### config.mk
export PLATFORM = sky130hd
export DESIGN_NAME = pi_multichannel_core_flat
export DESIGN_NICKNAME = d
export VERILOG_FILES = /design/src/rtl/pi_pkg.sv /design/src/rtl/pi_multichannel_core_if.sv /design/src/rtl/pi_sat_clamp.sv /design/src/rtl/pi_multichannel_core.sv /design/src/flat_wrapper.sv
export SDC_FILE = /design/constraint.sdc
export NUM_CORES = 2
export LEC_CHECK = 0
export ABC_AREA = 1
export ABC_CLOCK_PERIOD_IN_PS = 7550
export CORE_ASPECT_RATIO = 1.2
export CORE_MARGIN = 5
export CORE_UTILIZATION = 39
export CTS_CLUSTER_DIAMETER = 60
export CTS_CLUSTER_SIZE = 40
export DETAILED_ROUTE_END_ITERATION = 10
export PLACE_DENSITY = 0.59
export SYNTH_ARGS = -nofsm -noshare
export SYNTH_HDL_FRONTEND = slang
export SYNTH_HIERARCHICAL = 1
export SYNTH_SLANG_ARGS = --single-unit
### constraint.sdc
create_clock -name clk -period 7.55 [get_ports clk]
set_input_delay 0.755 -clock clk [delete_from_list [all_inputs] [get_ports clk]]
set_output_delay 0.755 -clock clk [all_outputs]
set_load 0.01 [all_outputs]
### src/rtl/pi_pkg.sv
// Shared definitions for the multichannel PI core: FSM states, channel-index
// sizing, default output clamp limits and the accumulator sizing rule.
package pi_pkg;

    typedef enum logic [2:0] {
        ST_IDLE = 3'd0,
        ST_ERR  = 3'd1,
        ST_MUL  = 3'd2,
        ST_SUM  = 3'd3,
        ST_SAT  = 3'd4
    } pi_state_e;

    localparam int PI_OUT_MIN = 0;
    localparam int PI_OUT_MAX = 3723;

    function automatic int ch_w(input int nch);
        return (nch <= 1) ? 1 : $clog2(nch);
    endfunction

    // Smallest accumulator that holds the sum of three full products plus history
    function automatic int acc_w_min(input int data_w, input int coef_w);
        return data_w + coef_w + 3;
    endfunction

endpackage

### src/rtl/pi_multichannel_core_if.sv
// Sample/result bus of the multichannel PI core. With PI_DTERM_EN defined
// the bus carries the extra derivative coefficient coef_a2.
interface pi_multichannel_core_if #(
    parameter int DATA_W = 16,
    parameter int COEF_W = 16,
    parameter int CH_W   = 1
);
    logic                     sample_valid;
    logic                     sample_ready;
    logic [CH_W-1:0]          sample_ch;
    logic [DATA_W-1:0]        setpoint;
    logic [DATA_W-1:0]        feedback;
    logic signed [COEF_W-1:0] coef_a0;
    logic signed [COEF_W-1:0] coef_a1;
`ifdef PI_DTERM_EN
    logic signed [COEF_W-1:0] coef_a2;
`endif
    logic                     out_valid;
    logic [CH_W-1:0]          out_ch;
    logic [DATA_W-1:0]        out_data;
    logic                     sat_flag;
    logic                     err_ch;

    modport master (
        output sample_valid, sample_ch, setpoint, feedback, coef_a0, coef_a1,
`ifdef PI_DTERM_EN
        output coef_a2,
`endif
        input  sample_ready, out_valid, out_ch, out_data, sat_flag, err_ch
    );

    modport slave (
        input  sample_valid, sample_ch, setpoint, feedback, coef_a0, coef_a1,
`ifdef PI_DTERM_EN
        input  coef_a2,
`endif
        output sample_ready, out_valid, out_ch, out_data, sat_flag, err_ch
    );
endinterface

### src/rtl/pi_sat_clamp.sv
// Combinational clamp of a signed accumulator value into [OUT_MIN, OUT_MAX],
// flagging when the limit was applied. Shared with the DAC path.
module pi_sat_clamp
    import pi_pkg::*;
#(
    parameter int ACC_W   = 40,
    parameter int DATA_W  = 16,
    parameter int OUT_MIN = PI_OUT_MIN,
    parameter int OUT_MAX = PI_OUT_MAX
) (
    input  logic signed [ACC_W-1:0] value,
    output logic [DATA_W-1:0]       clamped,
    output logic                    sat
);
    localparam logic signed [ACC_W-1:0] MIN_V = ACC_W'(OUT_MIN);
    localparam logic signed [ACC_W-1:0] MAX_V = ACC_W'(OUT_MAX);

    // Select lower limit, upper limit or pass-through
    always_comb begin
        if (value < MIN_V) begin
            clamped = DATA_W'(OUT_MIN);
            sat     = 1'b1;
        end else if (value > MAX_V) begin
            clamped = DATA_W'(OUT_MAX);
            sat     = 1'b1;
        end else begin
            clamped = value[DATA_W-1:0];
            sat     = 1'b0;
        end
    end
endmodule

### src/rtl/pi_multichannel_core.sv
// Time-multiplexed velocity-form PI loops sharing one datapath, with
// per-channel history and anti-windup. Optional macro PI_DTERM_EN adds a2*e[k-2].
module pi_multichannel_core
    import pi_pkg::*;
#(
    parameter int DATA_W  = 16,
    parameter int COEF_W  = 16,
    parameter int FRAC_W  = 8,
    parameter int NCH     = 2,
    parameter int ACC_W   = 40,
    parameter int OUT_MIN = PI_OUT_MIN,
    parameter int OUT_MAX = PI_OUT_MAX
) (
    input  logic                  clk,
    input  logic                  reset_b,
    input  logic                  clr_state,
    pi_multichannel_core_if.slave bus
);
    localparam int CH_W   = ch_w(NCH);
    localparam int PROD_W = COEF_W + DATA_W + 1;

    pi_state_e state_r, state_nxt_s;
    logic sample_ready_s, ch_ok_s, accept_s, reject_s;

    logic [CH_W-1:0]          ch_r;
    logic [DATA_W-1:0]        sp_r, fb_r, up_r;
    logic signed [COEF_W-1:0] a0_r, a1_r;
    logic signed [DATA_W:0]   e_r, ep_r;
    logic signed [ACC_W-1:0]  p0_r, p1_r, u_new_r;
    logic signed [DATA_W:0]   e_prev_r [NCH];
    logic [DATA_W-1:0]        u_prev_r [NCH];
`ifdef PI_DTERM_EN
    logic signed [COEF_W-1:0] a2_r;
    logic signed [DATA_W:0]   ep2_r;
    logic signed [ACC_W-1:0]  p2_r;
    logic signed [DATA_W:0]   e_prev2_r [NCH];
    logic [PROD_W-1:0]        p2_s;
`endif

    logic                    out_valid_r, sat_flag_r, err_ch_r;
    logic [CH_W-1:0]         out_ch_r;
    logic [DATA_W-1:0]       out_data_r, clamped_s;
    logic                    sat_s;
    logic [PROD_W-1:0]       p0_s, p1_s;
    logic signed [ACC_W-1:0] sum_s, delta_s, u_new_s;

    // Operands are sign-extended by hand so the unsigned product keeps correct low bits
    assign p0_s = {{(PROD_W-COEF_W){a0_r[COEF_W-1]}}, a0_r} * {{(PROD_W-DATA_W-1){e_r[DATA_W]}}, e_r};
    assign p1_s = {{(PROD_W-COEF_W){a1_r[COEF_W-1]}}, a1_r} * {{(PROD_W-DATA_W-1){ep_r[DATA_W]}}, ep_r};
`ifdef PI_DTERM_EN
    assign p2_s = {{(PROD_W-COEF_W){a2_r[COEF_W-1]}}, a2_r} * {{(PROD_W-DATA_W-1){ep2_r[DATA_W]}}, ep2_r};
    assign sum_s = p0_r + p1_r + p2_r;
`else
    assign sum_s = p0_r + p1_r;
`endif
    assign delta_s = sum_s >>> FRAC_W;
    assign u_new_s = $signed({{(ACC_W-DATA_W){1'b0}}, up_r}) + delta_s;

    pi_sat_clamp #(
        .ACC_W  (ACC_W),
        .DATA_W (DATA_W),
        .OUT_MIN(OUT_MIN),
        .OUT_MAX(OUT_MAX)
    ) u_clamp (
        .value  (u_new_r),
        .clamped(clamped_s),
        .sat    (sat_s)
    );

    // FSM state register
    always_ff @(posedge clk or negedge reset_b) begin
        if (!reset_b) begin
            state_r <= ST_IDLE;
        end else begin
            state_r <= state_nxt_s;
        end
    end

    // FSM next state; clr_state aborts any computation
    always_comb begin
        state_nxt_s = state_r;
        if (clr_state) begin
            state_nxt_s = ST_IDLE;
        end else begin
            case (state_r)
                ST_IDLE: state_nxt_s = accept_s ? ST_ERR : ST_IDLE;
                ST_ERR:  state_nxt_s = ST_MUL;
                ST_MUL:  state_nxt_s = ST_SUM;
                ST_SUM:  state_nxt_s = ST_SAT;
                ST_SAT:  state_nxt_s = ST_IDLE;
                default: state_nxt_s = ST_IDLE;
            endcase
        end
    end

    // FSM outputs: ready decode and accept/reject qualification
    always_comb begin
        sample_ready_s = (state_r == ST_IDLE);
        ch_ok_s        = (int'(bus.sample_ch) < NCH);
        accept_s       = sample_ready_s && bus.sample_valid && !clr_state && ch_ok_s;
        reject_s       = sample_ready_s && bus.sample_valid && !clr_state && !ch_ok_s;
    end

    // Datapath pipeline, channel histories and result registers
    always_ff @(posedge clk or negedge reset_b) begin
        if (!reset_b) begin
            ch_r <= '0; sp_r <= '0; fb_r <= '0; up_r <= '0;
            a0_r <= '0; a1_r <= '0; e_r <= '0; ep_r <= '0;
            p0_r <= '0; p1_r <= '0; u_new_r <= '0;
            out_valid_r <= 1'b0; sat_flag_r <= 1'b0; err_ch_r <= 1'b0;
            out_ch_r <= '0; out_data_r <= '0;
            for (int i = 0; i < NCH; i++) begin
                e_prev_r[i] <= '0;
                u_prev_r[i] <= '0;
            end
`ifdef PI_DTERM_EN
            a2_r <= '0; ep2_r <= '0; p2_r <= '0;
            for (int i = 0; i < NCH; i++) e_prev2_r[i] <= '0;
`endif
        end else if (clr_state) begin
            out_valid_r <= 1'b0;
            err_ch_r    <= 1'b0;
            for (int i = 0; i < NCH; i++) begin
                e_prev_r[i] <= '0;
                u_prev_r[i] <= '0;
            end
`ifdef PI_DTERM_EN
            for (int i = 0; i < NCH; i++) e_prev2_r[i] <= '0;
`endif
        end else begin
            out_valid_r <= 1'b0;
            err_ch_r    <= reject_s;
            case (state_r)
                ST_IDLE: begin
                    if (accept_s) begin
                        ch_r <= bus.sample_ch; sp_r <= bus.setpoint; fb_r <= bus.feedback;
                        a0_r <= bus.coef_a0;   a1_r <= bus.coef_a1;
`ifdef PI_DTERM_EN
                        a2_r <= bus.coef_a2;
`endif
                    end
                end
                ST_ERR: begin
                    e_r  <= $signed({1'b0, sp_r}) - $signed({1'b0, fb_r});
                    ep_r <= e_prev_r[ch_r];
                    up_r <= u_prev_r[ch_r];
`ifdef PI_DTERM_EN
                    ep2_r <= e_prev2_r[ch_r];
`endif
                end
                ST_MUL: begin
                    p0_r <= {{(ACC_W-PROD_W){p0_s[PROD_W-1]}}, p0_s};
                    p1_r <= {{(ACC_W-PROD_W){p1_s[PROD_W-1]}}, p1_s};
`ifdef PI_DTERM_EN
                    p2_r <= {{(ACC_W-PROD_W){p2_s[PROD_W-1]}}, p2_s};
`endif
                end
                ST_SUM: u_new_r <= u_new_s;
                ST_SAT: begin
                    // Storing the clamped value as history gives anti-windup
                    u_prev_r[ch_r] <= clamped_s;
                    e_prev_r[ch_r] <= e_r;
`ifdef PI_DTERM_EN
                    e_prev2_r[ch_r] <= ep_r;
`endif
                    out_data_r  <= clamped_s;
                    out_ch_r    <= ch_r;
                    sat_flag_r  <= sat_s;
                    out_valid_r <= 1'b1;
                end
                default: out_valid_r <= 1'b0;
            endcase
        end
    end

    assign bus.sample_ready = sample_ready_s;
    assign bus.out_valid    = out_valid_r;
    assign bus.out_ch       = out_ch_r;
    assign bus.out_data     = out_data_r;
    assign bus.sat_flag     = sat_flag_r;
    assign bus.err_ch       = err_ch_r;
endmodule
### src/flat_wrapper.sv
// flat-port wrapper written by rule: the top's interface ports become plain ports
module pi_multichannel_core_flat import pi_pkg::*;
#(
    parameter int DATA_W  = 16,
    parameter int COEF_W  = 16,
    parameter int FRAC_W  = 8,
    parameter int NCH     = 2,
    parameter int ACC_W   = 40,
    parameter int OUT_MIN = PI_OUT_MIN,
    parameter int OUT_MAX = PI_OUT_MAX
)
  (clk, reset_b, clr_state, bus_sample_valid, bus_sample_ch, bus_setpoint, bus_feedback, bus_coef_a0, bus_coef_a1, bus_sample_ready, bus_out_valid, bus_out_ch, bus_out_data, bus_sat_flag, bus_err_ch);
  pi_multichannel_core_if #(.DATA_W(DATA_W), .COEF_W(COEF_W)) bus_i ();
  input  logic clk;
  input  logic reset_b;
  input  logic clr_state;
  input wire logic [$bits(bus_i.sample_valid)-1:0] bus_sample_valid;
  input wire logic [$bits(bus_i.sample_ch)-1:0] bus_sample_ch;
  input wire logic [$bits(bus_i.setpoint)-1:0] bus_setpoint;
  input wire logic [$bits(bus_i.feedback)-1:0] bus_feedback;
  input wire logic [$bits(bus_i.coef_a0)-1:0] bus_coef_a0;
  input wire logic [$bits(bus_i.coef_a1)-1:0] bus_coef_a1;
  output wire logic [$bits(bus_i.sample_ready)-1:0] bus_sample_ready;
  output wire logic [$bits(bus_i.out_valid)-1:0] bus_out_valid;
  output wire logic [$bits(bus_i.out_ch)-1:0] bus_out_ch;
  output wire logic [$bits(bus_i.out_data)-1:0] bus_out_data;
  output wire logic [$bits(bus_i.sat_flag)-1:0] bus_sat_flag;
  output wire logic [$bits(bus_i.err_ch)-1:0] bus_err_ch;
  assign bus_i.sample_valid = bus_sample_valid;
  assign bus_i.sample_ch = bus_sample_ch;
  assign bus_i.setpoint = bus_setpoint;
  assign bus_i.feedback = bus_feedback;
  assign bus_i.coef_a0 = bus_coef_a0;
  assign bus_i.coef_a1 = bus_coef_a1;
  assign bus_sample_ready = bus_i.sample_ready;
  assign bus_out_valid = bus_i.out_valid;
  assign bus_out_ch = bus_i.out_ch;
  assign bus_out_data = bus_i.out_data;
  assign bus_sat_flag = bus_i.sat_flag;
  assign bus_err_ch = bus_i.err_ch;
  pi_multichannel_core #(.DATA_W(DATA_W), .COEF_W(COEF_W), .FRAC_W(FRAC_W), .NCH(NCH), .ACC_W(ACC_W), .OUT_MIN(OUT_MIN), .OUT_MAX(OUT_MAX)) u_core (.clk(clk), .reset_b(reset_b), .clr_state(clr_state), .bus(bus_i));
endmodule
==> results.sh <==
export IMPL_port_buffers=88
export IMPL_final_common_cell="nand2_1"
export IMPL_start_util=0.394
export IMPL_slew_limit_headroom=0.309
export IMPL_rsz0062_at_grt="no"
export IMPL_clockBufferDepth=3
export IMPL_end_kind="register"
export IMPL_syn_to_final_growth_pct=7.97
export IMPL_final_layout_size_suffix_gt1_frac=0.0304
export IMPL_seq_area_frac_synth=0.200
export IMPL_numCtsBuffers=28
export IMPL_num_io_pins=90
export IMPL_final_cells=5990
export IMPL_required_ps=8030
export IMPL_die_x_microns=291
export IMPL_diodes=0
export IMPL_postRouteAntennaNets=0
export IMPL_dr_pass1_iters=5
export IMPL_r2r_slack_ps=1170
export IMPL_synth_area_sq_um=37000
export IMPL_dp_hpwl_microns=79900
export IMPL_cts_setup_buffers=0
export IMPL_gp_congestion=0.922
export IMPL_synth_cell_types=52
export IMPL_grt_pass1_vias=29534
export IMPL_yosys_warnings=6
export IMPL_stdcell_area_sq_um=40000
export IMPL_placed_area_sq_um=38900
export IMPL_final_cell_mix="nand2_1, inv_1, fa_1"
export IMPL_hold_class="in2async"
export IMPL_wl_per_cell_microns=16.4
export IMPL_cp_start_kind="register"
export IMPL_crit_slowest_cell="dfrtp_1"
export IMPL_track_usage=0.194
export IMPL_period_needed_ps=6380
export IMPL_worst_path_buf_inv=3
export IMPL_tightest_slew_ps=1030
export IMPL_core_sq_um=94000
export IMPL_finalSetupViolations=0
export IMPL_slowest_delay_ps=860
export IMPL_grt_max_degree=133
export IMPL_path_cells="nand2_1 > fa_1 > inv_1 > fa_1 > fa_1 > fa_1 > fa_1 > inv_1 > fa_1 > inv_1 > ha_1 > a21oi_1 > o21ai_0 > a21oi_1 > o211ai_1 > nand3_1 > nand2_1 > or2_2 > nand3_1 > nand2_1"
export IMPL_critical_path_top_delay_family="adder cells"
export IMPL_status="completed"
export IMPL_hold_violations=0
export IMPL_cts_clk_slew_worst_paths_ps=80
export IMPL_hold_buffers=0
export IMPL_cp_startpoint="u_core/a1_r[4]"
export IMPL_ys_ff_latch=296
export IMPL_dieHeight_microns=348
export IMPL_grt_pass1_wl_microns=159000
export IMPL_dieArea_sq_um=101000
export IMPL_num_vias=28819
export IMPL_fin_worst_skew_ps=26.5
export IMPL_layout_nets=5573
export IMPL_cap_violations=0
export IMPL_post_route_drc_count=0
export IMPL_critPathKind="reg2reg"
export IMPL_antenna_found_initial=0
export IMPL_routed_wl_microns=98500
export IMPL_placed_cells=5938
export IMPL_syn_area_per_cell_sq_um=7.75
export IMPL_drv_slew=0
export IMPL_r2r_start="u_core/a1_r[4]"
export IMPL_drt_iter0_markers=1544
export IMPL_ctsResizeCount=0
export IMPL_grt_overflow=0
export IMPL_rows=123
export IMPL_h_tree_depth=1
export IMPL_arrival_ps=6860
export IMPL_post_route_period_util=0.845
export IMPL_fmax_ghz=0.157
export IMPL_clk_latency_ps=600
export IMPL_cpMostUsedCell="fa_1"
export IMPL_cts_root_buffer="clkbuf_16"
export IMPL_viasPerCell=4.81
export IMPL_clock_sinks=296
export IMPL_cts_tree="done"
export IMPL_crit_fanout=18
export IMPL_syn_inst=4776
export IMPL_tns_ps=0
==> logic make-up (layout without fill, tap and decap cells) <==
family                     after synthesis  after routing  share of synthesized area
AOI/OAI and AO/OA                      482            482                     0.0722
xor gates and xnor gates                83             83                     0.0196
adders and majority gates              786            786                      0.378
buffers and inverters                 1418           1379                      0.145
DFF                                    296            296                      0.200
other                                    2              5                   0.000203
and+or+nand+nor                       1709           1709                      0.185
==> routing by layer <==
layer  vias up  global-route usage  share of wire
li1      13938                   -              -
met1     14226               0.251           0.43
met2       531               0.353           0.51
met3       124              0.0135          0.034
met4         0              0.0523          0.030
met5         -                   0              0
==> stage by stage <==
step                      hold slack, ps  utilization  setup WS, ps
final                                218        0.425          1170
after global routing                 281        0.425           727
after CTS                            226        0.425          1180
after detailed placement             468        0.414          1200
after global placement               465        0.414          1230
after floorplan                      450            -          1770
==> registers in the layout, summed over array words and instances, names as in the netlist <==
name                  cells
u_core/a0_r              16
u_core/a1_r              16
u_core/bus.out_ch         1
u_core/bus.out_data      16
u_core/bus.out_valid      1
u_core/bus.sat_flag       1
u_core/ch_r               1
u_core/e_prev_r          34
u_core/e_r               17
u_core/ep_r              17
u_core/fb_r              16
u_core/p0_r              33
u_core/p1_r              33
u_core/sp_r              16
u_core/state_r            3
u_core/u_new_r           27
u_core/u_prev_r          32
u_core/up_r              16
==> path summary, 6_finish.rpt <==
check                                               end  depth (start not counted)
worst max-delay path                    u_core/p1_r[27]                         20
worst min-delay path            u_core/bus.out_data[14]                          1
worst max register to register          u_core/p1_r[27]                         20
worst min register to register       u_core/u_new_r[19]                          2
max in group asynchronous                u_core/a1_r[1]                          2
min in group clk                     u_core/u_new_r[19]                          2
==> synth_stat cells, drive strengths merged <==
library cell	count	area share
a221oi	2	0.00047
o21ai	224	0.030
o21a	8	0.0016
a21o	10	0.0020
o31ai	10	0.0020
o21bai	11	0.0023
a21boi	5	0.0010
o211ai	8	0.0016
a211oi	2	0.00041
clkinv	3	0.00030
xor2	38	0.0090
clkbuf	180	0.018
nor2	171	0.019
ha	232	0.078
nand2	1353	0.14
and3	3	0.00051
or2	18	0.0030
conb	2	0.00020
nand3b	6	0.0012
nand4	21	0.0035
xnor2	45	0.011
dfrtp	296	0.20
nor4	2	0.00034
buf	21	0.0030
a31oi	15	0.0025
a21oi	118	0.016
nand3	111	0.015
nor3	20	0.0028
inv	1214	0.12
fa	554	0.30
and2	4	0.00068
a31o	1	0.00024
o22ai	68	0.011
==> cell type report <==
cell class | instances | area, sq um
Clock inverter | 21 | 344
Sequential cell | 296 | 7410
Timing Repair Buffer | 110 | 1060
Tap cell | 1250 | 1560
Multi-Input combinational cell | 3065 | 24300
Inverter | 1217 | 4570
Fill cell | 9533 | 54000
Clock buffer | 31 | 733
Power is left out: the tool's default activity adds up to more than one toggle a clock period on the data nets, which glitch-free logic cannot reach.
